### src/rtl/if_fetch_stage.sv
// PC register, single-outstanding instruction fetch FSM and IF/ID pipeline register.
// Memory handshake: req/gnt address phase, then rvalid data phase; redirects discard stale responses.
module if_fetch_stage #(
  parameter logic [31:0] RESET_PC = 32'h1C00_0000,
  parameter logic [31:0] NOP_INST = 32'h0340_0000
) (
  input  logic        cpu_clk,
  input  logic        cpu_rst,
  input  logic [31:0] npc,
  input  logic        jump_taken,
  input  logic        id_stall,
  output logic        inst_req,
  output logic [31:0] inst_addr,
  input  logic        inst_gnt,
  input  logic        inst_rvalid,
  input  logic [31:0] inst_rdata,
  output logic [31:0] if_pc,
  output logic [31:0] id_pc,
  output logic [31:0] id_inst,
  output logic        id_valid
);

  typedef enum logic [1:0] {S_IDLE, S_REQ, S_WAIT, S_HOLD} state_e;

  state_e      state_q, state_d;
  logic [31:0] pc_q, req_pc_q, hold_inst_q;
  logic        discard_q;

  logic        advance, req_pc_ld, discard_set, discard_clr, hold_ld, deliver;
  logic [31:0] deliver_inst;

  assign if_pc     = pc_q;
  assign inst_addr = pc_q;

  always_ff @(posedge cpu_clk or posedge cpu_rst) begin
    if (cpu_rst) state_q <= S_IDLE;
    else         state_q <= state_d;
  end

  always_comb begin
    state_d = state_q;
    case (state_q)
      S_IDLE: state_d = S_REQ;
      S_REQ:  if (inst_gnt) state_d = S_WAIT;
      S_WAIT: if (inst_rvalid) state_d = (discard_q || jump_taken || !id_stall) ? S_REQ : S_HOLD;
      S_HOLD: if (jump_taken || !id_stall) state_d = S_REQ;
      default: state_d = S_IDLE;
    endcase
  end

  always_comb begin
    inst_req     = 1'b0;
    advance      = 1'b0;
    req_pc_ld    = 1'b0;
    discard_set  = 1'b0;
    discard_clr  = 1'b0;
    hold_ld      = 1'b0;
    deliver      = 1'b0;
    deliver_inst = inst_rdata;
    case (state_q)
      S_REQ: begin
        inst_req    = 1'b1;
        advance     = jump_taken;
        req_pc_ld   = inst_gnt & ~jump_taken;
        // Granted in the redirect cycle: the response is already stale.
        discard_set = inst_gnt & jump_taken;
      end
      S_WAIT: begin
        if (!inst_rvalid) begin
          discard_set = jump_taken;
          advance     = jump_taken;
        end else if (discard_q || jump_taken) begin
          discard_clr = 1'b1;
          advance     = jump_taken;
        end else if (!id_stall) begin
          deliver = 1'b1;
          advance = 1'b1;
        end else begin
          hold_ld = 1'b1;
        end
      end
      S_HOLD: begin
        deliver_inst = hold_inst_q;
        if (jump_taken) begin
          advance = 1'b1;
        end else if (!id_stall) begin
          deliver = 1'b1;
          advance = 1'b1;
        end
      end
      default: ;
    endcase
  end

  always_ff @(posedge cpu_clk or posedge cpu_rst) begin
    if (cpu_rst) begin
      pc_q        <= RESET_PC;
      req_pc_q    <= 32'h0;
      discard_q   <= 1'b0;
      hold_inst_q <= NOP_INST;
    end else begin
      if (advance)          pc_q        <= npc;
      if (req_pc_ld)        req_pc_q    <= pc_q;
      if (discard_set)      discard_q   <= 1'b1;
      else if (discard_clr) discard_q   <= 1'b0;
      if (hold_ld)          hold_inst_q <= inst_rdata;
    end
  end

  // Flush beats stall; without a delivery the register fills with a bubble.
  always_ff @(posedge cpu_clk or posedge cpu_rst) begin
    if (cpu_rst) begin
      id_valid <= 1'b0;
      id_pc    <= 32'h0;
      id_inst  <= NOP_INST;
    end else if (jump_taken) begin
      id_valid <= 1'b0;
      id_inst  <= NOP_INST;
    end else if (!id_stall) begin
      if (deliver) begin
        id_valid <= 1'b1;
        id_pc    <= req_pc_q;
        id_inst  <= deliver_inst;
      end else begin
        id_valid <= 1'b0;
        id_inst  <= NOP_INST;
      end
    end
  end

endmodule
### config.mk
export PLATFORM = sky130hd
export DESIGN_NAME = if_fetch_stage
export DESIGN_NICKNAME = d
export VERILOG_FILES = /design/src/rtl/if_fetch_stage.sv
export SDC_FILE = /design/constraint.sdc
export NUM_CORES = 1
export LEC_CHECK = 0
export ABC_AREA = 1
export BUFFER_PORTS_ARGS = -buffer_cell sky130_fd_sc_hd__buf_2
export CAP_MARGIN = 20
export CORE_ASPECT_RATIO = 1.25
export CORE_UTILIZATION = 45
export CTS_CLUSTER_SIZE = 25
export DETAILED_ROUTE_END_ITERATION = 10
export PLACE_DENSITY_LB_ADDON = 0.05
export SYNTH_ARGS = -nofsm -noshare
export SYNTH_HDL_FRONTEND = slang
export SYNTH_SLANG_ARGS = --single-unit
### constraint.sdc
create_clock -name cpu_clk -period 5.36 [get_ports cpu_clk]
set_input_delay 1.34 -clock cpu_clk [delete_from_list [all_inputs] [get_ports cpu_clk]]
set_output_delay 1.34 -clock cpu_clk [all_outputs]
set_load 0.02 [all_outputs]
# Word-level counts from Yosys, hierarchy flattened
# Cells that the tools add are included.
dict set report word_totals {
  in_bits 70
  register_bits 164
  mem_bits_ro 0
  ram_bits 0
  latch_bits 0
  memories 0
}
dict set report op_classes {
  n_div 0
  add_sub_neg 0
  reduce_logical 8
  mux 34
  n_lt_le_gt_ge 0
  n_bitwise 4
  multipliers 0
  shifts 0
  n_eq_ne 7
}
# op count
set ops {}
lappend ops {{2-to-1 mux 32 bit} 4}
lappend ops {{2-to-1 mux 1 bit} 22}
lappend ops {{2-to-1 mux 2 bit} 4}
lappend ops {{inequality test 2 bit (second input constant)} 4}
lappend ops {{case mux 2 bit (4 select lines)} 1}
lappend ops {{AND reduction 3 bit} 2}
lappend ops {{== test 2 bit (second input constant)} 2}
lappend ops {{case mux 1 bit (2 select lines)} 2}
lappend ops {{logical OR 1 bit} 3}
lappend ops {{case mux 1 bit (3 select lines)} 1}
lappend ops {{AND 1 bit} 2}
lappend ops {{== test 2 x 1 -> 1 bit (second input constant)} 1}
lappend ops {{logical NOT 2 bit} 1}
lappend ops {{inverter 1 bit} 2}
lappend ops {{nonzero test 2 bit} 1}
lappend ops {{logical NOT 1 bit} 1}

# Logic depth before layout (Yosys ltp)
# Gate-level depths: netlist (run 1).
dict set report depth {
  word_depth 7
  depth_mapped 10
  depth_no_buf 9
}

# Least setup slack after synthesis (run 1)
# OpenSTA, ideal clock, no wires.
dict set report synth_path {
  path_kind {input-to-reg}
  start {input port jump_taken}
  end {register hold_inst_q[30]}
  cell_stages 5
  path_slack_ns 3.210
  t_arrival_ns 2.017
  cell_sequence {nor2_2 > nand4_2 > clkbuf_1 > nand2_1 > o21ai_0}
}
dict set report synth_between {
  elab_chain_len 4
}
# element line_no
set synth_rtl {}
lappend synth_rtl {{start: declaration} 10} ;# input logic jump_taken,
lappend synth_rtl {{logical OR 1 bit} 72} ;# end else if (discard_q || jump_taken) begin
lappend synth_rtl {{2-to-1 mux 1 bit} 72}
lappend synth_rtl {{2-to-1 mux 1 bit} 69} ;# if (!inst_rvalid) begin
lappend synth_rtl {{2-to-1 mux 1 bit} 60} ;# case (state_q)
lappend synth_rtl {{end signal: assignment} 106} ;# if (hold_ld) hold_inst_q <= inst_rdata;
lappend synth_rtl {{end: declaration} 26} ;# logic [31:0] pc_q, req_pc_q, hold_inst_q;
# No other way between the ends.
# A chain may end at the register's enable or synchronous reset.

# Worst setup path in the final report (run 1)
dict set report layout_path {
  start {register state_q[1]}
  end {output port inst_req}
}
dict set report layout_between {
  elab_chain_len 2
}
# element line_no
set layout_rtl {}
lappend layout_rtl {{start: declaration} 25} ;# state_e state_q, state_d;
lappend layout_rtl {{start signal: assignment} 37} ;# else state_q <= state_d;
lappend layout_rtl {{== test 2 x 1 -> 1 bit} 60}
lappend layout_rtl {{2-to-1 mux 1 bit} 60}
lappend layout_rtl {{end: declaration} 12} ;# output logic inst_req,
# No other way between the ends.

==> results by group, run 1 <==
Critical path
  • R2r endpoint: if_pc[31]
  • R2r setup slk: 2880 ps
  • CP required: 4020 ps
  • Worst R2R Path Depth: 8
  • Worst-path fanout max: 5
  • Stages on worst setup path: 3
  • R2R Path Start: state_q[0]
  • Slowest cell on crit path: dfrtp_1
  • CP startpoint kind: register
  • Crit Path Class: reg -> out
  • Largest delay contributor family on the critical path: flip-flops
  • CP Data Arrival Time: 1410 ps
  • Crit-path cells: inv_1 > ha_1 > buf_2
  • Worst Setup End Kind: output pin
  • Critical path launch point: state_q[1]
  • Crit-path max cell delay: 410 ps
  • CP bufs+invs: 2
  • Worst Setup EP: inst_req

GRT
  • Total grt overflow: 0
  • GRT Total Usage: 0.2033
  • Pin count of the biggest net entering global routing: 165
  • Vias in the first global route: 5054
  • First-pass GRT wire length: 25620 um
  • Antenna violations before repair: 0

Routing
  • Wire per inst: 13.07 um
  • DRC: 0
  • Vias per cell: 4.650
  • DRT Pass-1 Iters: 5
  • Via count: 5580
  • Detail Route Antenna Nets: 0
  • DR iter-0 viols: 273
  • Final wirelength: 15680 um

Layout
  • Final-stage net count: 1055
  • Fill cells: 1483
  • Sequential standard cell area: 4115 um2
  • Post-Layout Cell Count: 1200
  • Share of cells above drive strength 1: 0.2591
  • Fin util: 0.5683
  • Area growth, synth to finish: 21.70%
  • Diode count: 0
  • Multi-input logic area: 2230 um2

Synthesis
  • Mapped Cells: 827
  • Sequential area share after synthesis: 0.5821
  • Yosys Warn Count: 0
  • Syn_nets: 902
  • Post-synthesis sequential element count: 164
  • Synth Cell Area: 7069 um2
  • Netlist cell types: 19
  • Avg Cell Area, Syn: 8.548 um2

Die
  • Die area: 16220 um2
  • Std cell rows: 50
  • Starting density of the core: 0.4669
  • CORE AREA: 15140 um2
  • I/O pin count: 200
  • Die Width: 114.1 um
  • DIE HEIGHT: 142.1 um

Clocking
  • Setup bufs post-CTS: 0
  • Clk slew on worst S/H paths: 60 ps
  • Post_cts resized: 0
  • Clock buffer depth: 2
  • Num CTS Buffers: 17
  • Clock root cell: clkbuf_16
  • Latest clock arrival within the worst-skew pair: 430 ps
  • CTS tree: built
  • Clock sink count: 164
  • # hold bufs at CTS: 0
  • H-Tree Depth: 4

Run
  • Number of max-cap violations: 0

Placement
  • Routability congestion estimate: 0.7784
  • IO Port Bufs: 199
  • Placed Cells: 1168
  • DP Wirelength: 10060 um

STA
  • Worst Tran Pin Value: 938.0 ps
  • Endpoints failing setup: 0
  • Pins Over Slew Limit: 0
  • Fin crit period: 2753 ps
  • Unrepaired setup endpoints after global routing: false
  • Layout Skew: 9.033 ps
  • Hold Slack: 469.5 ps
  • Normalized max-slew margin: 0.3732
  • Achievable frequency: 0.3633 GHz
  • Setup TNS: 0 ps
  • Final period utilization: 0.5136
  • Final Hold Vio Count: 0

Pwr
  • Worst vdd rail ir drop: 0.3336 mV
  • PwrDens: 554.7 nW/um2
  • Sw Ratio: 0.3885
  • Leakage Power: 0.004891 uW
  • Flop pwr share: 0.403
  • Internal power: 2918 uW
  • Sw Pwr: 1854 uW
  • Comb power frac: 0.342
  • Clock Power Share: 0.255

Status
  • Outcome: finished, final reports clean

Worst hold path
  • Hold Crit Class: reg -> reg
  • Hold Path Origin: id_inst[31]
-- through the flow --
stage          total power [uW]  area (um2)  setup slack, ps
3_5_place_dp               3596        7991             2166
5_1_grt                    5102        8603             2429
6_report                   4772        8603             2607
2_1_floorplan              3167        7073             1943
3_3_place_gp               3565        7971             2227
4_1_cts                    4828        8576             2585
-- Yosys cell counts, drive strengths merged --
cell	instances	area [um2]
nand2	324	1221
dfrtp	155	3879
o21ai	97	485.5
inv	75	281.5
nand3	71	370.4
buf	50	351.6
clkbuf	25	93.84
dfstp	9	236.5
nor2	8	32.54
a21oi	6	30.03
ha	5	62.56
nand4	2	25.02
-- worst register-to-register path: cells and delay by family (launching register included) --
family        cells  cell delay, ps
simple gates      5             960
buf+inv           2             810
fa+ha+maj         1             190
flops             1             420
-- cells by family (layout without fill, tap and decap cells) --
logic type / Yosys count / after routing / synth area share
flops: 164 / 164 / 0.5821
compound gates: 103 / 103 / 0.07292
buf+inv: 150 / 315 / 0.1028
fa+ha+maj: 5 / 5 / 0.008850
simple gates: 405 / 405 / 0.2333
-- worst min path at each step --
| stage | end | slack [ps] | cells after the start |
|---|---|---|---|
| after floorplan | id_pc[29] | 450 | 2 |
| final | id_inst[31] | 470 | 2 |
| after global placement | id_pc[31] | 460 | 2 |
| after global routing | hold_inst_q[24] | 490 | 2 |
| after detailed placement | id_inst[3] | 460 | 2 |
| after CTS | id_pc[29] | 470 | 2 |
-- state kept, by name (all words and copies together), names as in the netlist --
signal	count
req_pc_q	32
state_q	2
discard_q	1
id_pc	32
hold_inst_q	32
if_pc	32
id_inst	32
id_valid	1
-- placed cells by master (no fill, tap or decap) --
cell type,n
buf_4,6
clkinv_2,3
nand4_2,2
buf_12,3
nand3_1,68
nand2_1,322
nand3_2,3
clkinvlp_4,2
buf_2,199
clkbuf_8,1
clkbuf_16,17
inv_2,2
nor2_1,7
o21ai_1,3
clkbuf_1,4
clkinv_4,2
buf_16,1
bufinv_16,3
inv_1,72
dfstp_2,9
nor2_2,1
a21oi_1,6
ha_2,1
nand2_2,2
o21ai_0,94
ha_1,4
dfrtp_1,155
-- power by group through the flow --
stage / Combinational [uW] / Clock [uW] / Sequential (uW)
3_3_place_gp: 1620 / 0 / 1940
2_1_floorplan: 983 / 0 / 2180
5_1_grt: 1830 / 1290 / 1980
3_5_place_dp: 1650 / 0 / 1950
6_report: 1630 / 1220 / 1920
4_1_cts: 1660 / 1240 / 1930
-- cell type report --
type / count / area share
multi-input combinational: 513 / 0.2592
inverter: 75 / 0.03316
sequential: 164 / 0.4783
timing repair buffer: 209 / 0.1312
clock inverter: 9 / 0.01513
clock buffer: 22 / 0.05279
tap: 208 / 0.03025
-- metal layers --
layer  up-vias  global-route usage  part of all wire
met5         -                   0                 0
met4         0             0.07792             0.016
met3        20             0.05707             0.058
met2       152              0.3177              0.46
met1      2554              0.2684              0.46
li1       2854                   -                 -
No activity file was read; power rests on OpenSTA's default activity.
==> run 2: changes to the inputs <==
Clock period 5.36 ns to 2.6 ns, I/O delays scaled along.
==> results by group, run 2 (synthesized netlist as in run 1, its figures left out) <==
Die
  • Die Width: 114.1 um (unchanged)
  • CORE AREA: 15140 um2 (unchanged)
  • DIE HEIGHT: 142.1 um (unchanged)
  • Starting density of the core: 0.4669 (unchanged)
  • I/O pin count: 200 (unchanged)
  • Die area: 16220 um2 (unchanged)
  • Std cell rows: 50 (unchanged)

STA
  • Endpoints failing setup: 0 (unchanged)
  • Layout Skew: 4.719 ps (was 9.033 ps)
  • Unrepaired setup endpoints after global routing: false (unchanged)
  • Pins Over Slew Limit: 0 (unchanged)
  • Normalized max-slew margin: 0.6078 (was 0.3732)
  • Final Hold Vio Count: 0 (unchanged)
  • Setup TNS: 0 ps (unchanged)
  • Achievable frequency: 0.4818 GHz
  • Worst Tran Pin Value: 586.3 ps (was 938.0 ps)
  • Final period utilization: 0.7982
  • Fin crit period: 2075 ps
  • Worst setup margin: 524.7 ps (was 2607 ps)

Placement
  • Post-DP Area: 8029 um2 (was 7991 um2)
  • IO Port Bufs: 199 (unchanged)
  • Routability congestion estimate: 0.7701 (was 0.7784)
  • Placed Cells: 1173 (was 1168)
  • DP Wirelength: 10460 um (was 10060 um)
  • Setup WS pre-CTS: 659.1 ps (was 2166 ps)

Routing
  • Vias per cell: 4.638 (was 4.650)
  • DR iter-0 viols: 368 (was 273)
  • Detail Route Antenna Nets: 0 (unchanged)
  • Wire per inst: 13.09 um (was 13.07 um)
  • Final wirelength: 15760 um (was 15680 um)
  • Via count: 5584 (was 5580)
  • DRT Pass-1 Iters: 4 (was 5)
  • DRC: 0 (unchanged)

Pwr
  • Internal power: 6029 uW (was 2918 uW)
  • Worst vdd rail ir drop: 0.6234 mV (was 0.3336 mV)
  • Sw Pwr: 3822 uW (was 1854 uW)
  • Sw Ratio: 0.3880 (was 0.3885)
  • Clock Power Share: 0.255 (about the same)
  • PwrDens: 1142 nW/um2 (was 554.7 nW/um2)
  • Leakage Power: 0.004914 uW (was 0.004891 uW)
  • Flop pwr share: 0.403 (about the same)
  • Comb power frac: 0.342 (about the same)
  • Pwr Total: 9852 uW (was 4772 uW)

GRT
  • First-pass GRT wire length: 26690 um (was 25620 um)
  • Vias in the first global route: 5449 (was 5054)
  • Pin count of the biggest net entering global routing: 91 (was 165)
  • Antenna violations before repair: 0 (unchanged)
  • GRT Total Usage: 0.2103 (was 0.2033)
  • Total grt overflow: 0 (unchanged)

Worst hold path
  • Hold Crit Class: in -> async (was reg -> reg)

Clocking
  • Clk slew on worst S/H paths: 60 ps (about the same)
  • Setup bufs post-CTS: 0 (unchanged)
  • Clock buffer depth: 2 (unchanged)
  • Post_cts resized: 0 (unchanged)
  • Clock sink count: 164 (unchanged)
  • Latest clock arrival within the worst-skew pair: 420 ps (was 430 ps)
  • H-Tree Depth: 4 (unchanged)
  • # hold bufs at CTS: 0 (unchanged)
  • Clock root cell: clkbuf_16 (unchanged)
  • CTS tree: built (unchanged)
  • Num CTS Buffers: 17 (unchanged)

Critical path
  • Crit-path max cell delay: 410 ps (about the same)
  • CP bufs+invs: 2 (unchanged)
  • R2R Path Start: state_q[0] (unchanged)
  • Slowest cell on crit path: dfrtp_1 (unchanged)
  • Worst R2R Path Depth: 7 (was 8)
  • Largest delay contributor family on the critical path: flip-flops (unchanged)
  • R2r setup slk: 730 ps (was 2880 ps)
  • Worst Setup End Kind: output pin (unchanged)
  • CP startpoint kind: register (unchanged)
  • CP Data Arrival Time: 1430 ps (was 1410 ps)
  • Worst-path fanout max: 5 (unchanged)
  • Crit Path Class: reg -> out (unchanged)
  • Crit-path cells: inv_1 > ha_1 > buf_2 (unchanged)
  • CP required: 1950 ps (was 4020 ps)
  • R2r endpoint: if_pc[4] (was if_pc[31])

Layout
  • Area growth, synth to finish: 22.02% (was 21.70%)
  • Post-Layout Cell Count: 1204 (was 1200)
  • Final-stage net count: 1059 (was 1055)
  • Fill cells: 1454 (was 1483)
  • Most frequent cells in the layout: 322 x nand2_1, 199 x buf_2, 155 x dfrtp_1, 94 x o21ai_0, 72 x inv_1 (unchanged)
  • Layout Cell Area excl Fill: 8626 um2 (was 8603 um2)
  • Commonest non-fill, non-tap cell in the layout: nand2_1 (unchanged)
  • Diode count: 0 (unchanged)
  • Share of cells above drive strength 1: 0.2651 (was 0.2591)

Run
  • Number of max-cap violations: 0 (unchanged)

Status
  • Outcome: finished, final reports clean (unchanged)
==> run 2: worst reg2reg max path, delay by kind of cell (launching register included) <==
| kind | cells | cell delay, ps |
|---|---|---|
| adders and majority gates | 1 | 280 |
| AOI/OAI and AO/OA | 1 | 220 |
| DFF | 1 | 410 |
| buffers and inverters | 1 | 80 |
| and+or+nand+nor | 4 | 820 |
==> run 2: worst max path at each step <==
stage | slack [ps] | startpoint | cells past startpoint | end
finish | 520 | state_q[1] | 3 | inst_req
CTS | 510 | state_q[1] | 3 | inst_req
detailed placement | 660 | jump_taken | 8 | if_pc[4]
floorplan | -130 | cpu_rst | 1 | discard_q
global placement | 690 | jump_taken | 8 | if_pc[10]
global route | 440 | state_q[1] | 3 | inst_req
==> run 2: final cells by class <==
class | instances | area [um2] | share of cell area
well taps | 208 | 260.3 | 0.03017
clock inverters | 8 | 98.84 | 0.01146
multi-input cells | 513 | 2230 | 0.2585
clock buffers | 23 | 498.0 | 0.05773
flip-flops and latches | 164 | 4115 | 0.4771
inverters | 75 | 285.3 | 0.03307
repair buffers | 213 | 1139 | 0.1320
==> run 2: stage by stage <==
step,util,hold slack (ps)
after floorplan,-,449.5
after global placement,0.5303,456.1
after global routing,0.5698,393.9
final,0.5698,354.9
after CTS,0.5698,369.7
after detailed placement,0.5303,460.2
==> run 2: routing by layer <==
| metal | track usage | vias to the layer above | wire length, um |
|---|---|---|---|
| met5 | 0 | - | 0 |
| met4 | 0.07861 | 0 | 249 |
| met3 | 0.05324 | 16 | 850 |
| met2 | 0.3359 | 144 | 7478 |
| met1 | 0.2761 | 2566 | 7178 |
| li1 | - | 2858 | - |
==> run 2: power groups by stage <==
stage	Sequential [uW]	Clock, uW	Combinational [uW]
after floorplan	4500	0	2030
final	3970	2510	3370
after global routing	4100	2670	3800
after detailed placement	4020	0	3420
after CTS	3980	2570	3440
after global placement	4000	0	3370
